===== src/rtl/rps_match_scorer.sv =====
//==============================================================================
// Module   : rps_match_scorer
// Purpose  : Match scorekeeper fed by the rock-paper-scissors round judge.
// Revision : 1.0 - initial release
//==============================================================================
`default_nettype none

module rps_match_scorer #(
    parameter int WIN_TARGET = 3,
    parameter int SCORE_W    = 3,
    parameter int ROUND_W    = 8
) (
    input  logic               clk,
    input  logic               reset,
    input  logic               start,
    input  logic               round_valid,
    input  logic               player_a_wins,
    input  logic               player_b_wins,
    input  logic               tie_game,
    output logic [SCORE_W-1:0] score_a,
    output logic [SCORE_W-1:0] score_b,
    output logic [SCORE_W-1:0] tie_count,
    output logic [ROUND_W-1:0] round_count,
    output logic               busy,
    output logic               match_over,
    output logic               winner_a,
    output logic               winner_b,
    output logic               illegal_result
);

    generate
        if (WIN_TARGET < 1 || WIN_TARGET > (2**SCORE_W - 1)) begin : g_param_check
            $error("rps_match_scorer: WIN_TARGET out of range for SCORE_W");
        end
    endgenerate

    localparam logic [SCORE_W-1:0] c_WIN   = SCORE_W'(WIN_TARGET);
    localparam logic [SCORE_W-1:0] c_S_MAX = {SCORE_W{1'b1}};
    localparam logic [ROUND_W-1:0] c_R_MAX = {ROUND_W{1'b1}};

    typedef enum logic [1:0] {
        S_IDLE = 2'd0,
        S_PLAY = 2'd1,
        S_OVER = 2'd2
    } state_t;

    state_t             state_q, state_d;
    logic [SCORE_W-1:0] score_a_q, score_a_d;
    logic [SCORE_W-1:0] score_b_q, score_b_d;
    logic [SCORE_W-1:0] tie_q, tie_d;
    logic [ROUND_W-1:0] round_q, round_d;
    logic               win_a_q, win_a_d;
    logic               win_b_q, win_b_d;
    logic               illegal_q, illegal_d;

    logic               w_one_hot;
    logic [SCORE_W-1:0] w_a_inc;
    logic [SCORE_W-1:0] w_b_inc;

    // Exactly one of three flags: odd parity and not all three set.
    assign w_one_hot = (player_a_wins ^ player_b_wins ^ tie_game) &
                       ~(player_a_wins & player_b_wins & tie_game);
    assign w_a_inc   = score_a_q + SCORE_W'(1);
    assign w_b_inc   = score_b_q + SCORE_W'(1);

    always_comb begin
        state_d   = state_q;
        score_a_d = score_a_q;
        score_b_d = score_b_q;
        tie_d     = tie_q;
        round_d   = round_q;
        win_a_d   = win_a_q;
        win_b_d   = win_b_q;
        illegal_d = 1'b0;

        case (state_q)
            S_IDLE: begin
                if (start) begin
                    score_a_d = '0;
                    score_b_d = '0;
                    tie_d     = '0;
                    round_d   = '0;
                    state_d   = S_PLAY;
                end
            end
            S_PLAY: begin
                if (start) begin
                    score_a_d = '0;
                    score_b_d = '0;
                    tie_d     = '0;
                    round_d   = '0;
                end else if (round_valid) begin
                    if (w_one_hot) begin
                        if (round_q != c_R_MAX) round_d = round_q + ROUND_W'(1);
                        if (player_a_wins) begin
                            score_a_d = w_a_inc;
                            if (w_a_inc == c_WIN) begin
                                win_a_d = 1'b1;
                                state_d = S_OVER;
                            end
                        end else if (player_b_wins) begin
                            score_b_d = w_b_inc;
                            if (w_b_inc == c_WIN) begin
                                win_b_d = 1'b1;
                                state_d = S_OVER;
                            end
                        end else if (tie_q != c_S_MAX) begin
                            tie_d = tie_q + SCORE_W'(1);
                        end
                    end else begin
                        illegal_d = 1'b1;
                    end
                end
            end
            S_OVER: begin
                if (start) begin
                    score_a_d = '0;
                    score_b_d = '0;
                    tie_d     = '0;
                    round_d   = '0;
                    win_a_d   = 1'b0;
                    win_b_d   = 1'b0;
                    state_d   = S_PLAY;
                end
            end
            default: begin
                state_d = S_IDLE;
            end
        endcase
    end

    always_ff @(posedge clk) begin
        if (reset) begin
            state_q   <= S_IDLE;
            score_a_q <= '0;
            score_b_q <= '0;
            tie_q     <= '0;
            round_q   <= '0;
            win_a_q   <= 1'b0;
            win_b_q   <= 1'b0;
            illegal_q <= 1'b0;
        end else begin
            state_q   <= state_d;
            score_a_q <= score_a_d;
            score_b_q <= score_b_d;
            tie_q     <= tie_d;
            round_q   <= round_d;
            win_a_q   <= win_a_d;
            win_b_q   <= win_b_d;
            illegal_q <= illegal_d;
        end
    end

    assign score_a        = score_a_q;
    assign score_b        = score_b_q;
    assign tie_count      = tie_q;
    assign round_count    = round_q;
    assign busy           = (state_q == S_PLAY);
    assign match_over     = (state_q == S_OVER);
    assign winner_a       = win_a_q;
    assign winner_b       = win_b_q;
    assign illegal_result = illegal_q;

endmodule

`default_nettype wire


===== config.mk =====
export PLATFORM = sky130hd
export DESIGN_NAME = rps_match_scorer
export DESIGN_NICKNAME = d
export VERILOG_FILES = /design/src/rtl/rps_match_scorer.sv
export SDC_FILE = /design/constraint.sdc
export NUM_CORES = 1
export LEC_CHECK = 0
export CORE_AREA = 2 2 51 72
export CTS_CLUSTER_DIAMETER = 50
export CTS_CLUSTER_SIZE = 30
export DETAILED_ROUTE_END_ITERATION = 10
export DIE_AREA = 0 0 53 74
export PLACE_DENSITY_LB_ADDON = 0.15
export SYNTH_ARGS = -nofsm -noshare
export SYNTH_HDL_FRONTEND = slang
export SYNTH_SLANG_ARGS = --single-unit

===== constraint.sdc =====
create_clock -name clk -period 5.45 [get_ports clk]
set_input_delay 1.09 -clock clk [delete_from_list [all_inputs] [get_ports clk]]
set_output_delay 1.09 -clock clk [all_outputs]
set_load 0.05 [all_outputs]

==> results.md <==
- Status: completed
- Setup slack at placement: 1.91 ns
- Initial antenna violation count: 0
- Yosys reg bits: 22
- Relative slew slack: 0.481
- Hold path start: winner_a
- Routed length per instance: 15.1 um
- FF-to-FF Start: state_q[0]
- Slew Limit Fails: 0
- Die height: 74 um
- MaxCap Viol Count: 0
- Vias in the first global route: 1188
- Post-CTS setup buffers: 0
- Most common cell after layout, fill and taps aside: clkdlybuf4s50_1
- Reg clk slew, reported paths: 0.08 ns
- Avg Inst Size Synth: 8.64 um^2
- Post-detail-place hpwl: 2360 um
- Antenna cell count: 0
- LEAKAGE: 0.000577 uW
- Worst stage delay on the critical path: 0.94 ns
- Final Hold Vio Count: 0
- Worst Skew: 0.00211 ns
- Highest achievable clock rate: 289 MHz
- Cts hold-fix bufs: 0
- Share of post-route cells with drive strength above 1: 0.0694
- Core ar.: 3280 um^2
- Sw power: 88.8 uW
- Final WL: 3220 um
- Cells resized by post-CTS repair: 0
- Syn. warnings: 0
- Crit path depth: 2
- Seq pwr share: 0.491
- Initial DRC count: 33
- EDFF count, synth: 0
- R2R cell count: 5
- Worst path buffer plus inverter count: 1
- Drt drc: 0
- Grt ovf: 0
- Synth top area cells: dfxtp_1, ha_1, nand2_1, a21oi_1, a22oi_4
- Synthesis-to-finish area growth: 27.3%
- Final setup violation count: 0
- CTS sink cnt: 22
- Worst setup endpoint: busy
- Max VDD drop: 0.129 mV
- Area share of the largest cell type after synthesis: 0.344
- TritonCTS clock tree: yes
- Clock share of power: 0.354
- Synth Cell Area: 1280 um^2
- Synth Instances: 148
- Vias per cell: 5.64
- TritonCTS buffer count: 3
- I/O Buffers: 28
- Most frequent cells in the layout: clkdlybuf4s50_1, dfxtp_1, nand2_1, a21oi_1, ha_1
- Mapped Nets: 164
- Setup TNS: 0 ns
- Worst Max-Slew Pin Slew: 0.777 ns
- Die area: 3920 um^2
- Yosys cell types: 43
- Detail Route Antenna Nets: 0
- Critical Path AT: 2.37 ns
- Fraction of registers with async set/reset: 0
- Clk Latency, worst-skew pair: 0.26 ns
- Site row count: 25
- Final WS setup: 1.99 ns
- Initial Util: 0.389
- Unrepaired setup endpoints after global routing: false
- Combinational power share: 0.155
- Clock H-tree levels: 1
- Biggest area consumer among synthesized cells: dfxtp_1
- Ys flop type: dfxtp_1
- Sw Ratio: 0.266
- CP Launch Type: flip-flop
- Delay-heaviest family, CP: buffers and inverters
- Fin nets: 190
- Routability cong.: 0.911
- Die Width: 53 um
- CP Cell Sequence: nor2b_1 > clkdlybuf4s50_1
- Reg-to-reg setup timing slack: 3.40 ns
- Hold path depth: 2
- CP Launch Point: state_q[0]
- Global-route wire length before repair: 5420 um
- Worst min-delay path class: flip-flop to flip-flop
- Max FO, Critical Path: 9
- Pwr per Cell Area: 205 nW/um^2
- DRT Pass-1 Iters: 4
- CTS max path bufs: 2
- Crit Reg-Reg Endpoint: score_a[1]
- I/O Pins: 29
- Final Critical Period: 3.46 ns
- Root buf cell: clkbuf_8
- Power Internal: 245 uW
- Final period utilization: 0.635
- CP endpoint kind: output port
- Total vias in the final route: 1201
- Worst path required time: 4.36 ns
- Register area share after synthesis: 0.344
- Pin count of the biggest net entering global routing: 17
- Critical path type: flip-flop to output port
- Total track usage: 0.186
- Critical-path top delay cell: clkdlybuf4s50_1
cells by family after synthesis:
group / Yosys count / synth area share
mux: 1 / 0.00783
xor+xnor: 1 / 0.00685
buf+inv: 12 / 0.0430
fa+ha+maj: 9 / 0.0881
flops: 22 / 0.344
simple gates: 60 / 0.248
compound gates: 43 / 0.262
synth_stat cells (3+ instances only):
library cell,instances
ha_1,9
or3_1,3
nand3_1,8
a41oi_1,3
nor2b_1,6
nor3_1,5
o21ai_0,5
a21oi_1,9
nand2b_1,6
inv_1,4
dfxtp_1,22
nand2_1,15
o21a_1,3
nor2_1,7
o211ai_1,3
clkbuf_1,4
worst reg2reg max path, delay by kind of cell, from the launching register on:
family / cells / cell delay (ns)
flip-flops: 1 / 0.49
AO/OA/AOI/OAI: 2 / 0.54
multiplexers: 1 / 0.16
AND/OR/NAND/NOR: 2 / 0.73
state kept, by name, summed over array words and instances, names as in the netlist:
name / count
illegal_result: 1
round_count: 8
score_a: 3
score_b: 3
state_q: 2
tie_count: 3
winner_a: 1
winner_b: 1
worst min path at each step:
stage / end / slack [ns]
after global placement: winner_a / 0.45
final: winner_a / 0.46
after detailed placement: winner_a / 0.45
after global routing: winner_a / 0.50
after CTS: winner_a / 0.46
after floorplan: state_q[0] / 0.59
stage by stage:
step	power [uW]	instances	instance area, um^2	hold slack [ns]	utilization
2_1_floorplan	205	148	1280	0.593	-
3_3_place_gp	218	209	1570	0.450	0.479
3_5_place_dp	219	209	1570	0.449	0.479
4_1_cts	338	213	1630	0.460	0.496
5_1_grt	350	213	1630	0.502	0.496
6_report	334	213	1630	0.457	0.496
area by class of cell:
cell class / count / area [um^2]
multi-input cells: 114 / 783
inverters: 5 / 18.8
repair buffers: 28 / 280
fillers: 330 / 1660
well taps: 40 / 50.0
flip-flops and latches: 22 / 440
clock buffers: 4 / 55.1
power by group through the flow:
stage               Sequential [uW]  Combinational, uW  Clock (uW)
finish                          164               51.7         118
global route                    164               56.4         129
CTS                             164               51.9         122
detailed placement              168               51.6           0
global placement                168               50.4           0
floorplan                       170               35.4           0
layer usage:
layer | up-vias | wire, um | global-route usage
li1 | 607 | - | -
met2 | 36 | 1610 | 0.308
met4 | 0 | 97 | 0.108
met3 | 8 | 157 | 0.0221
met5 | - | 0 | 0
met1 | 550 | 1350 | 0.229
No activity file was read; power rests on OpenSTA's default activity.
